===== config.mk =====
export PLATFORM = sky130hd
export DESIGN_NAME = truth_table_sweep_ctrl
export DESIGN_NICKNAME = d
export VERILOG_FILES = /design/src/rtl/tt_sweep_pkg.sv /design/src/rtl/tt_expect_ram.sv /design/src/rtl/truth_table_sweep_ctrl.sv
export SDC_FILE = /design/constraint.sdc
export NUM_CORES = 1
export LEC_CHECK = 0
export CORE_ASPECT_RATIO = 1.75
export CORE_MARGIN = 1.5
export CORE_UTILIZATION = 45
export DETAILED_ROUTE_END_ITERATION = 12
export PLACE_DENSITY = 0.79
export SYNTH_ARGS = -nofsm -noshare
export SYNTH_HDL_FRONTEND = slang
export SYNTH_SLANG_ARGS = --single-unit

===== constraint.sdc =====
create_clock -name clk -period 3.75 [get_ports clk]
set_input_delay 0.75 -clock clk [delete_from_list [all_inputs] [get_ports clk]]
set_output_delay 0.75 -clock clk [all_outputs]
set_load 0.01 [all_outputs]

===== src/rtl/tt_sweep_pkg.sv =====
// -----------------------------------------------------------------------------
// tt_sweep_pkg
// Shared definitions for the truth-table sweep controller:
//   - state_e       : sweep FSM state encoding
//   - settle_cnt_w  : width of the per-vector settle down-counter,
//                     clog2(settle_cycles+1), never less than 1 bit
// -----------------------------------------------------------------------------
package tt_sweep_pkg;

  typedef enum logic [1:0] {
    IDLE  = 2'd0,
    APPLY = 2'd1,
    CHECK = 2'd2,
    DONE  = 2'd3
  } state_e;

  // A zero-cycle settle still needs a 1-bit counter so the register exists
  // with a legal width; it is simply never loaded with a non-zero value.
  function automatic int settle_cnt_w(input int settle_cycles);
    int w;
    w = 1;
    while ((1 << w) < (settle_cycles + 1)) begin
      w = w + 1;
    end
    return w;
  endfunction

endpackage


===== src/rtl/tt_expect_ram.sv =====
// -----------------------------------------------------------------------------
// tt_expect_ram
// Expected-response table for the truth-table sweep: 2^N_IN entries of N_OUT
// bits. Synchronous write, asynchronous (combinational) read, synchronous
// clear of every entry while rst is high.
//
// Ports
//   clk      in   1      rising-edge clock
//   rst      in   1      synchronous, active-high; clears all entries to 0
//   wr_en    in   1      write strobe (already qualified by the caller)
//   wr_addr  in   N_IN   write address
//   wr_data  in   N_OUT  write data
//   rd_addr  in   N_IN   read address
//   rd_data  out  N_OUT  entry at rd_addr, combinational
// -----------------------------------------------------------------------------
module tt_expect_ram #(
  parameter int N_IN  = 3,
  parameter int N_OUT = 3
) (
  input  logic             clk,
  input  logic             rst,
  input  logic             wr_en,
  input  logic [N_IN-1:0]  wr_addr,
  input  logic [N_OUT-1:0] wr_data,
  input  logic [N_IN-1:0]  rd_addr,
  output logic [N_OUT-1:0] rd_data
);

  localparam int DEPTH = 1 << N_IN;

  logic [N_OUT-1:0] mem_q [DEPTH];
  logic [N_OUT-1:0] mem_d [DEPTH];

  always_comb begin
    mem_d = mem_q;
    if (wr_en) begin
      mem_d[wr_addr] = wr_data;
    end
  end

  always_ff @(posedge clk) begin
    if (rst) begin
      mem_q <= '{default: '0};
    end else begin
      mem_q <= mem_d;
    end
  end

  assign rd_data = mem_q[rd_addr];

endmodule


===== src/rtl/truth_table_sweep_ctrl.sv =====
// -----------------------------------------------------------------------------
// truth_table_sweep_ctrl
// Exhaustive self-check sequencer for a combinational netlist with N_IN inputs
// and N_OUT outputs. Drives every input vector 0..2^N_IN-1 in turn, holds each
// for SETTLE_CYCLES extra cycles, then compares the netlist output against a
// locally stored expected table and accumulates the result.
//
// Build option
//   TTSWEEP_ABORT_ON_FAIL_EN  defined   : first mismatch ends the sweep; dut_in
//                                         and first_fail_* hold that vector.
//                             undefined : every vector is always checked.
//
// Ports
//   clk             in   1       rising-edge clock
//   rst             in   1       synchronous, active-high reset
//   start           in   1       request a sweep (sampled only when idle)
//   exp_wr_en       in   1       write expected entry (ignored while busy)
//   exp_wr_addr     in   N_IN    expected-table address (= input vector)
//   exp_wr_data     in   N_OUT   expected netlist output for that vector
//   dut_out         in   N_OUT   netlist outputs (combinational from dut_in)
//   dut_in          out  N_IN    registered vector driven to the netlist
//   busy            out  1       sweep in progress
//   done            out  1       one-cycle pulse at sweep end
//   pass            out  1       last sweep had zero mismatches
//   fail_count      out  N_IN+1  mismatches in the last sweep
//   first_fail_vec  out  N_IN    vector of the first mismatch
//   first_fail_got  out  N_OUT   dut_out captured at the first mismatch
// -----------------------------------------------------------------------------
module truth_table_sweep_ctrl
  import tt_sweep_pkg::*;
#(
  parameter int N_IN          = 3,
  parameter int N_OUT         = 3,
  parameter int SETTLE_CYCLES = 2
) (
  input  logic             clk,
  input  logic             rst,
  input  logic             start,
  input  logic             exp_wr_en,
  input  logic [N_IN-1:0]  exp_wr_addr,
  input  logic [N_OUT-1:0] exp_wr_data,
  input  logic [N_OUT-1:0] dut_out,
  output logic [N_IN-1:0]  dut_in,
  output logic             busy,
  output logic             done,
  output logic             pass,
  output logic [N_IN:0]    fail_count,
  output logic [N_IN-1:0]  first_fail_vec,
  output logic [N_OUT-1:0] first_fail_got
);

  localparam int CW     = settle_cnt_w(SETTLE_CYCLES);
  localparam int NVEC   = 1 << N_IN;
  // APPLY lasts SETTLE_CYCLES cycles: load SETTLE_CYCLES-1 and leave on zero.
  localparam int RELOAD = (SETTLE_CYCLES > 0) ? SETTLE_CYCLES - 1 : 0;

  localparam logic [N_IN:0] LAST_VEC   = (N_IN + 1)'(NVEC - 1);
  localparam logic [CW-1:0] CNT_RELOAD = CW'(RELOAD);
  // With no settle time the vector window is the CHECK cycle alone.
  localparam state_e        WORK_STATE = (SETTLE_CYCLES == 0) ? CHECK : APPLY;

  state_e           state_q,    state_d;
  logic [N_IN:0]    vec_q,      vec_d;
  logic [CW-1:0]    cnt_q,      cnt_d;
  logic             busy_q,     busy_d;
  logic             pass_q,     pass_d;
  logic [N_IN:0]    fail_cnt_q, fail_cnt_d;
  logic [N_IN-1:0]  ff_vec_q,   ff_vec_d;
  logic [N_OUT-1:0] ff_got_q,   ff_got_d;

  logic             ram_wr_en;
  logic [N_OUT-1:0] exp_rd_data;
  logic             mismatch;
  logic             last_vec;

  // The table is frozen for the whole sweep, including the DONE cycle.
  assign ram_wr_en = exp_wr_en && (state_q == IDLE);

  tt_expect_ram #(
    .N_IN  (N_IN),
    .N_OUT (N_OUT)
  ) u_expect_ram (
    .clk     (clk),
    .rst     (rst),
    .wr_en   (ram_wr_en),
    .wr_addr (exp_wr_addr),
    .wr_data (exp_wr_data),
    .rd_addr (vec_q[N_IN-1:0]),
    .rd_data (exp_rd_data)
  );

  assign mismatch = (dut_out != exp_rd_data);
  // Terminal test on the last vector keeps the counter from ever wrapping.
  assign last_vec = (vec_q == LAST_VEC);

  always_comb begin
    state_d    = state_q;
    vec_d      = vec_q;
    cnt_d      = cnt_q;
    busy_d     = busy_q;
    pass_d     = pass_q;
    fail_cnt_d = fail_cnt_q;
    ff_vec_d   = ff_vec_q;
    ff_got_d   = ff_got_q;

    case (state_q)
      IDLE: begin
        if (start) begin
          vec_d      = '0;
          cnt_d      = CNT_RELOAD;
          busy_d     = 1'b1;
          pass_d     = 1'b0;
          fail_cnt_d = '0;
          ff_vec_d   = '0;
          ff_got_d   = '0;
          state_d    = WORK_STATE;
        end
      end

      APPLY: begin
        if (cnt_q == '0) begin
          state_d = CHECK;
        end else begin
          cnt_d = cnt_q - CW'(1);
        end
      end

      CHECK: begin
        if (mismatch) begin
          fail_cnt_d = fail_cnt_q + (N_IN + 1)'(1);
          if (fail_cnt_q == '0) begin
            ff_vec_d = vec_q[N_IN-1:0];
            ff_got_d = dut_out;
          end
        end
`ifdef TTSWEEP_ABORT_ON_FAIL_EN
        if (mismatch || last_vec) begin
`else
        if (last_vec) begin
`endif
          state_d = DONE;
        end else begin
          vec_d   = vec_q + (N_IN + 1)'(1);
          cnt_d   = CNT_RELOAD;
          state_d = WORK_STATE;
        end
      end

      DONE: begin
        busy_d  = 1'b0;
        pass_d  = (fail_cnt_q == '0);
        state_d = IDLE;
      end

      default: state_d = IDLE;
    endcase
  end

  always_ff @(posedge clk) begin
    if (rst) begin
      state_q    <= IDLE;
      vec_q      <= '0;
      cnt_q      <= '0;
      busy_q     <= 1'b0;
      pass_q     <= 1'b0;
      fail_cnt_q <= '0;
      ff_vec_q   <= '0;
      ff_got_q   <= '0;
    end else begin
      state_q    <= state_d;
      vec_q      <= vec_d;
      cnt_q      <= cnt_d;
      busy_q     <= busy_d;
      pass_q     <= pass_d;
      fail_cnt_q <= fail_cnt_d;
      ff_vec_q   <= ff_vec_d;
      ff_got_q   <= ff_got_d;
    end
  end

  assign dut_in         = vec_q[N_IN-1:0];
  assign busy           = busy_q;
  assign done           = (state_q == DONE);
  assign pass           = pass_q;
  assign fail_count     = fail_cnt_q;
  assign first_fail_vec = ff_vec_q;
  assign first_fail_got = ff_got_q;

endmodule


==> reports/results.txt <==
Status: finished clean
Crit-path slowest cell: dfxtp_1
CTS sink cnt: 44
Synth top cells by count: 44 x dfxtp_1, 31 x nand2_1, 27 x a21oi_1
CP cell instances: mux4_2 > mux2i_1 > xnor2_1 > or3_1 > nand2_4 > a2bb2o_4
Root Buffer: clkbuf_8
# IOs: 29
Hold Crit Class: flip-flop to flip-flop
Synthesized flop and latch total: 44
Slew headroom: 0.528
Worst setup path endpoint: fail_count[3]
Critical Path Stages: 6
WP buf/inv: 0
Post-CTS setup buffer count: 0
Crit start category: flip-flop
CP top delay family: multiplexers
Final core occ: 0.539
First-pass GRT wire length: 7520 µm
Pleak: 0.872 nW
Clk_skew: 0.00493 ns
Critical path data required time: 3.95 ns
Global routing's busiest layer: met2
Layout cell share with drive strength beyond 1: 0.0667
Die H: 94.1 µm
Row cnt: 33
Clk slew on worst S/H paths: 0.08 ns
Worst Path Arrival: 2.78 ns
Total chip power: 0.000999 W
Fin crit period: 2.59 ns
Num CTS Buffers: 5
DR vias: 1764
IO Port Bufs: 28
Die area: 0.00518 mm²
Sequential-to-total area share from yosys stat: 0.413
Layout net count: 286
Met2 GRT Util: 0.352
Reg-to-Reg End: fail_count[3]
Most area-hungry cell type in the Yosys netlist: dfxtp_1
Cell area power density: 401 mW/mm²
Fin cells: 322
Worst Tran Pin Value: 0.705 ns
Cell variety after synth: 33
Netlist Area Pre-Place: 0.00213 mm²
Top cells by area, synth: dfxtp_1 41%, a21oi_1 6.3%, nand3_1 6.1%
DR WL/cell: 14.3 µm
RSZ-0062 raised after global routing: no
RePlAce Congestion: 0.875
Largest net degree at the start of global routing: 21
R2R setup slack: 1.16 ns
Worst skew pair latency: 0.29 ns
ANT cells: 0
Yosys warning count: 0
Count leader, synth: dfxtp_1
Hold Fails Final Rpt: 0
Asr flop ratio synth: 0
Remaining antenna violation count: 0
CTS tree: done
Floorplan Core Area: 0.00462 mm²
CP Launch Point: vec_q[0]
Vias in the first global route: 1678
Initial antenna violation count: 0
Post-CTS Hold Fix Bufs: 0
Vias per Instance: 5.48
Final period util: 0.690
Met3 GRT Util: 0.0366
Starting Density: 0.462
Drt first pass iters: 4
Top cell type's share of synthesized area: 0.413
Total GRT Usage: 0.200
EDFF count, synth: 0
# DRC: 0
CTS H-tree depth: 2
Synth Area per Inst: 8.44 µm²
CP Capture Type: flip-flop
Final setup fails: 0
Post-DP HPWL: 3500 µm
Max rail drop VDD: 257 µV
Grt ovf: 0
Cells after synthesis: 253
Worst Path Max Fanout: 11
Fin. max-slew vios: 0
Resized cells post-CTS: 0
FMAX: 387 MHz
CTS Buffer Depth: 2
Setup TNS: 0 ns
P&R area growth vs syn: 16.8%
Placed cells: 314
Worst Reg-to-Reg Cells: 6
Max cap viols: 0
R2r startpoint: vec_q[0]
Die width: 55.1 µm
Post-Syn Nets: 270
Routed WL: 4600 µm
Top FF cell, synth: dfxtp_1
Max incr delay on CP: 0.63 ns
Initial DRC count: 52
Kind of critical path: flip-flop to flip-flop
M1 GR Usage: 0.215
stage by stage:
step | hold slack, ns | worst slack [ns] | area, µm²
after global placement | 0.441 | 1.18 | 2380
after CTS | 0.460 | 1.17 | 2490
final | 0.457 | 1.16 | 2490
after detailed placement | 0.447 | 1.14 | 2380
after floorplan | 0.432 | 1.63 | 2130
after global routing | 0.483 | 1.05 | 2490
worst register-to-register path, cell delays in order (launching register included):
cell and delay [ns]:
dfxtp_1 0.63, mux4_2 0.59, mux2i_1 0.19, xnor2_1 0.13, or3_1 0.57, nand2_4 0.16
a2bb2o_4 0.21
cell type report:
cell class	instances	area [µm²]
inverters	14	52.6
fillers	437	2130
flip-flops and latches	44	881
clock inverters	2	35.0
well taps	52	65.1
clock buffers	6	72.6
multi-input cells	174	1090
repair buffers	30	295
worst min path at each step:
| stage | start | endpoint | slack (ns) | depth (start not counted) |
|---|---|---|---|---|
| 2_1_floorplan | u_expect_ram.mem_q[11] | u_expect_ram.mem_q[11] | 0.43 | 2 |
| 3_3_place_gp | u_expect_ram.mem_q[21] | u_expect_ram.mem_q[21] | 0.44 | 2 |
| 3_5_place_dp | first_fail_vec[1] | first_fail_vec[1] | 0.45 | 2 |
| 4_1_cts | u_expect_ram.mem_q[11] | u_expect_ram.mem_q[11] | 0.46 | 2 |
| 5_1_grt | u_expect_ram.mem_q[21] | u_expect_ram.mem_q[21] | 0.48 | 2 |
| 6_report | first_fail_vec[1] | first_fail_vec[1] | 0.46 | 2 |
registers in the layout, indices dropped and copies added (netlist names):
name	flops
cnt_q	2
fail_count	4
pass	1
first_fail_vec	3
first_fail_got	3
u_expect_ram.mem_q	24
state_q	2
vec_q	4
busy	1
power by group:
part / total [W] / internal, W / switching, W
sequential: 0.000503 / 0.000483 / 0.0000197
combinational: 0.000138 / 0.0000599 / 0.0000779
clock: 0.000358 / 0.000198 / 0.000160
total: 0.000999 / 0.000741 / 0.000258
per-layer routing:
| metal | vias to the layer above | part of all wire |
|---|---|---|
| li1 | 891 | - |
| met1 | 814 | 0.37 |
| met2 | 47 | 0.57 |
| met3 | 12 | 0.037 |
| met4 | 0 | 0.028 |
| met5 | - | 0 |
logic make-up after synthesis:
family / after synthesis / share of synthesized area
compound gates: 44 / 0.125
xor+xnor: 5 / 0.0205
buf+inv: 35 / 0.0762
mux: 17 / 0.117
fa+ha+maj: 4 / 0.0234
simple gates: 104 / 0.226
flops: 44 / 0.413
layout by cell type (no fill, tap or decap), types with 2 or more instances in the layout:
cell type / synthesis / final
a21oi_1: 27 / 27
a31oi_1: 3 / 3
and3_1: 4 / 4
buf_4: 4 / 2
clkbuf_8: 0 / 5
clkdlybuf4s50_1: 0 / 28
dfxtp_1: 44 / 44
ha_1: 4 / 4
inv_1: 14 / 14
mux2i_1: 11 / 11
mux4_2: 5 / 5
nand2_1: 31 / 31
nand2b_1: 5 / 5
nand3_1: 26 / 26
nor2_1: 24 / 24
nor2b_1: 3 / 3
nor3_1: 6 / 6
o21ai_0: 8 / 8
or3_1: 2 / 2
xnor2_1: 3 / 3
xor2_1: 2 / 2
(Power assumes the default switching activity.)
==> edit 1: new RTL, same flow settings <==
Make the reset (`rst`) asynchronous in 2 clocked blocks. Comments in the files are not updated.
--- a/src/rtl/tt_expect_ram.sv
+++ b/src/rtl/tt_expect_ram.sv
@@ -38,7 +38,7 @@
     end
   end
 
-  always_ff @(posedge clk) begin
+  always_ff @(posedge clk or posedge rst) begin
     if (rst) begin
       mem_q <= '{default: '0};
     end else begin
--- a/src/rtl/truth_table_sweep_ctrl.sv
+++ b/src/rtl/truth_table_sweep_ctrl.sv
@@ -156,7 +156,7 @@
     endcase
   end
 
-  always_ff @(posedge clk) begin
+  always_ff @(posedge clk or posedge rst) begin
     if (rst) begin
       state_q    <= IDLE;
       vec_q      <= '0;
Behaviour: differs if rst is asserted again (counterexample within 4 cycles, from zero or initial values and one cycle with rst high); with rst held inactive, the same outputs for 10 cycles.
==> edit 1 against the unedited design <==
- worst setup slack improved by 85 ps
- die area rose by 2.6%
- synthesized area rose by 2.8%
- global-route usage fell by 2.3 points
- critical endpoint is now fail_count[0]$_DFFE_PP0P_
- final area rose by 3.4%
- sequential cell count did not move
- wire length fell by 8.6%
Power is not compared: it rests on default switching activity, and its combinational part moved more than twofold at a synthesized area within 25%.
==> edit 1: results (changes against the unedited design) <==
RESULT_OF_THE_RUN='finished, final reports clean'
CTS_ROOT_BUF='sky130_fd_sc_hd__clkbuf_8'
COMPLEX_GATE_FRACTION_OF_THE_SYNTHESIZED_AREA_PCT=10.8  # -1.7 points
GP_CONGESTION=0.797  # -8.9%
SEQUENTIAL_SHARE_OF_THE_SYNTHESIZED_AREA_PCT=50.2  # +8.9 points
CRITPATHARRIVALTIME_PS=2690  # -90 ps
CRIT_PATH_TOP_DELAY_CELL='sky130_fd_sc_hd__dfrtp_1'
SYNTH_XOR_XNOR_AREA_SHARE_PCT=0.799  # -1.3 points
POST_ROUTE_CELLS_DRIVE_ABOVE_1_SHARE_PCT=18.6  # +12 points
FINALMAXSLEWVIOLATIONS=0  # unchanged
HOLD_START='cnt_q[1]$_DFFE_PP0P_'
YOSYS.CELL_TYPES.COUNT=38  # +15%
DP_HPWL_MM=3.16  # -9.9%
DRT_DRC_VIOLATIONS_LEFT=0  # unchanged
ROUTEDWLPERCELL_UM=15.8  # +10%
INITIALDRTVIOLATIONCOUNT=33  # -37%
CRIT_PATH_MAX_INCR_DELAY_PS=770  # +140 ps
PORTBUFFERS=28  # unchanged
GRT_START_MAX_NET_PINS=45  # +110%
POSTCTSSETUPREPAIRBUFS=0  # unchanged
GROUTE.USAGE.OVERALL_PCT=17.7  # -2.3 points
R2R_END='fail_count[0]$_DFFE_PP0P_'
REGMOSTFLOPS='u_expect_ram.mem_q'
CRITICAL_R2R_LAUNCH='vec_q[0]$_DFFE_PP0P_'
DOMINANTREGCELLSYNTH='sky130_fd_sc_hd__dfrtp_1'
NNETSFINAL=232  # -19%
MAX_SLEW_MARGIN_PCT=56.4  # +3.6 points
TIMING.CLOCK.SKEW_PS=3.26  # -1.67 ps
SYNTH_ADDER_AREA_SHARE_PCT=2.28  # -0.063 points
FIN_HOLD_WS_PS=488  # +31.6 ps
WIRE_LENGTH_ON_MET2_MM=2.30  # -12%
M1WIRELENGTH_MM=1.67  # -1.0%
HOLD_END='cnt_q[1]$_DFFE_PP0P_'
CELLS_TAKING_THE_MOST_AREA_AFTER_SYNTHESIS='sky130_fd_sc_hd__dfrtp_1, sky130_fd_sc_hd__mux2_2, sky130_fd_sc_hd__mux2i_1'
CRITPATHMAXFANOUT=16  # +5
WIRELENGTH_MM=4.21  # -8.6%
WL_MET3_UM=120  # -30%
POSTSYNTH.ASYNCRESETSHARE_PCT=100  # +100 points
PLACEMENT.CELL_AREA_UM2=2480  # +4.0%
POST_SYNTH_MOST_FREQUENT_CELLS='sky130_fd_sc_hd__dfrtp_1, sky130_fd_sc_hd__mux2_2, sky130_fd_sc_hd__nand2_1, sky130_fd_sc_hd__mux2i_1, sky130_fd_sc_hd__nor2_1'
GRT_FIRST_PASS_WIRELENGTH_MM=7.08  # -5.9%
POST-PLACE-CELLS=260  # -17%
SYN-MEAN-INSTANCE-AREA_UM2=11.8  # +40%
VIAS_IN_THE_FIRST_GLOBAL_ROUTE=1485  # -12%
SYNTH.MUX.AREA_FRACTION_PCT=20.0  # +8.4 points
==> edit 1: worst max path at each step <==
stage / from / endpoint / slack, ps / cells after the start
floorplan: vec_q[0]$_DFFE_PP0P_ / fail_count[0]$_DFFE_PP0P_ / 1640 / 8
global placement: vec_q[0]$_DFFE_PP0P_ / fail_count[0]$_DFFE_PP0P_ / 1310 / 6
detailed placement: vec_q[0]$_DFFE_PP0P_ / fail_count[0]$_DFFE_PP0P_ / 1230 / 6
CTS: vec_q[0]$_DFFE_PP0P_ / fail_count[0]$_DFFE_PP0P_ / 1220 / 6
global route: vec_q[0]$_DFFE_PP0P_ / fail_count[0]$_DFFE_PP0P_ / 1120 / 6
finish: vec_q[0]$_DFFE_PP0P_ / fail_count[0]$_DFFE_PP0P_ / 1250 / 6
==> edit 1: power groups by stage <==
| stage | clock, mW | sequential (mW) | combinational [mW] |
|---|---|---|---|
| after global placement | 0 | 0.721 | 0.554 |
| after floorplan | 0 | 0.693 | 0.429 |
| after global routing | 0.340 | 0.737 | 0.621 |
| final | 0.313 | 0.717 | 0.561 |
| after detailed placement | 0 | 0.728 | 0.571 |
| after CTS | 0.321 | 0.719 | 0.571 |
==> edit 1: per-layer routing <==
metal | GRT usage (%) | vias up
met1 | 19.7 | 748
met3 | 2.85 | 7
li1 | - | 714
met5 | 0 | -
met2 | 31.4 | 27
met4 | 10.4 | 0
==> edit 1: cell families after synthesis <==
group                    count (synthesis)
flip-flops                              44
AO/OA/AOI/OAI                           33
adder cells (fa/ha/maj)                  4
buffers and inverters                   16
XOR/XNOR                                 2
AND/OR/NAND/NOR                         50
multiplexers                            37
==> edit 1: layout make-up <==
cell class	count	area, µm²
multi-input cells	126	992
inverters	9	33.8
clock buffers	7	96.3
repair buffers	29	288
well taps	52	65.1
fillers	405	2090
flip-flops and latches	44	1100
==> edit 2: new RTL, same flow settings <==
Without the edit above. `N_IN` is set to 3 in 2 places; all go to 2.
--- a/src/rtl/tt_expect_ram.sv
+++ b/src/rtl/tt_expect_ram.sv
@@ -14,7 +14,7 @@
 //   rd_data  out  N_OUT  entry at rd_addr, combinational
 // -----------------------------------------------------------------------------
 module tt_expect_ram #(
-  parameter int N_IN  = 3,
+  parameter int N_IN  = 2,
   parameter int N_OUT = 3
 ) (
   input  logic             clk,
--- a/src/rtl/truth_table_sweep_ctrl.sv
+++ b/src/rtl/truth_table_sweep_ctrl.sv
@@ -29,7 +29,7 @@
 module truth_table_sweep_ctrl
   import tt_sweep_pkg::*;
 #(
-  parameter int N_IN          = 3,
+  parameter int N_IN          = 2,
   parameter int N_OUT         = 3,
   parameter int SETTLE_CYCLES = 2
 ) (
Ports: changed (resized dut_in, exp_wr_addr, fail_count and first_fail_vec); port bits go from 29 to 25. The function was not compared with the original's and may differ.
==> edit 2 against the unedited design <==
- sequential cell count shrank 15
- power decreased by 31%
- via count fell by 33%
- worst setup slack improved by 280 ps
- synthesized area decreased by 32%
- wire length shrank 37%
- final cell count decreased by 30%
- final area fell by 29%
==> edit 2: results (changes against the unedited design) <==
SYN-INSTANCE-COUNT=161  # -36%
GRT_FIRST_PASS_WIRELENGTH_MM=4.84  # -36%
CELLS_TAKING_THE_MOST_AREA_AFTER_SYNTHESIS='sky130_fd_sc_hd__dfxtp_1, sky130_fd_sc_hd__mux2i_1, sky130_fd_sc_hd__nor2_1'
PORTBUFFERS=24  # -14%
WIRELENGTH_MM=2.89  # -37%
SYNTH_FP_NETS=178  # -34%
LARGEST_REG_FLOPS=12  # -50%
ROUTEDWLPERCELL_UM=12.8  # -11%
YOSYS.CELL_TYPES.COUNT=37  # +12%
GP_CONGESTION=0.816  # -6.7%
PLACEMENT.CELL_AREA_UM2=1690  # -29%
GROUTE.USAGE.OVERALL_PCT=18.5  # -1.5 points
NNETSFINAL=200  # -30%
POST-PLACE-CELLS=219  # -30%
R2R_END='first_fail_got[0]$_SDFFE_PP0P_'
GRT_START_MAX_NET_PINS=28  # +33%
PERIOD_SHARE_PCT=61.6  # -7.4 points
CLKSLEWWORSTSETUPHOLDPATHS_PS=60  # -20 ps
POST_ROUTE_CELLS_DRIVE_ABOVE_1_SHARE_PCT=7.65  # +0.98 points
POST_DR_VIAS_CELL=5.23  # -4.4%
RESULT_OF_THE_RUN='finished, final reports clean'
HOLD_START='u_expect_ram.mem_q[8]$_SDFFE_PP0P_'
CRITPATHMAXFANOUT=12  # +1
HOLD_END='u_expect_ram.mem_q[8]$_SDFFE_PP0P_'
CRITPATHARRIVALTIME_PS=1560  # -1220 ps
MAX_SLEW_MARGIN_PCT=26.4  # -26 points
REG2REG_SLACK_PS=1680  # +520 ps
PRE_CTS_SLACK_PS=1260  # +124 ps
VDD_DROP_MAX_V=0.000245  # -4.4%
INITIALDRTVIOLATIONCOUNT=18  # -65%
[edit 2: layout make-up]
class / count / area (µm²)
clock buffers: 7 / 86.3
fillers: 305 / 1330
inverters: 8 / 30.0
multi-input cells: 115 / 785
flip-flops and latches: 29 / 581
well taps: 43 / 53.8
repair buffers: 24 / 240
[edit 2: worst max path at each step]
| stage | start | endpoint | cells past startpoint |
|---|---|---|---|
| after floorplan | vec_q[0]$_SDFFE_PP0P_ | first_fail_got[0]$_SDFFE_PP0P_ | 7 |
| after global placement | rst | first_fail_vec[0]$_SDFFE_PP0P_ | 3 |
| after detailed placement | rst | first_fail_vec[1]$_SDFFE_PP0P_ | 3 |
| after CTS | state_q[1]$_SDFFE_PP0P_ | done | 3 |
| after global routing | state_q[1]$_SDFFE_PP0P_ | done | 3 |
| final | state_q[1]$_SDFFE_PP0P_ | done | 3 |
[edit 2: cell families (layout without fill, tap and decap cells)]
group           count (synthesis)  after routing  share of synthesized area, %
mux                            16             16                          11.9
buf+inv                        17             39                          5.79
fa+ha+maj                       5              5                          4.32
xor+xnor                        5              5                          3.02
flops                          29             29                          40.1
compound gates                 28             28                          13.8
simple gates                   61             61                          21.1
[edit 2: power breakdown]
part	internal [mW]	switching [mW]	leakage [nW]
combinational	0.0468	0.0523	0.396
clock	0.145	0.110	0.0443
sequential	0.320	0.0123	0.235
[edit 2: worst max-delay path, stage by stage, from the launching register on]
cell and delay (ps):
sky130_fd_sc_hd__dfxtp_1 520, sky130_fd_sc_hd__nand2_1 160, sky130_fd_sc_hd__inv_1 70, sky130_fd_sc_hd__clkdlybuf4s50_1 530
[edit 2: metal layers]
layer | share of wire [%] | GRT usage [%] | up-vias
met1 | 38 | 17.8 | 557
met3 | 4.2 | 5.52 | 6
met5 | 0 | 0 | -
met2 | 55 | 32.8 | 27
li1 | - | - | 593
met4 | 2.5 | 9.43 | 0
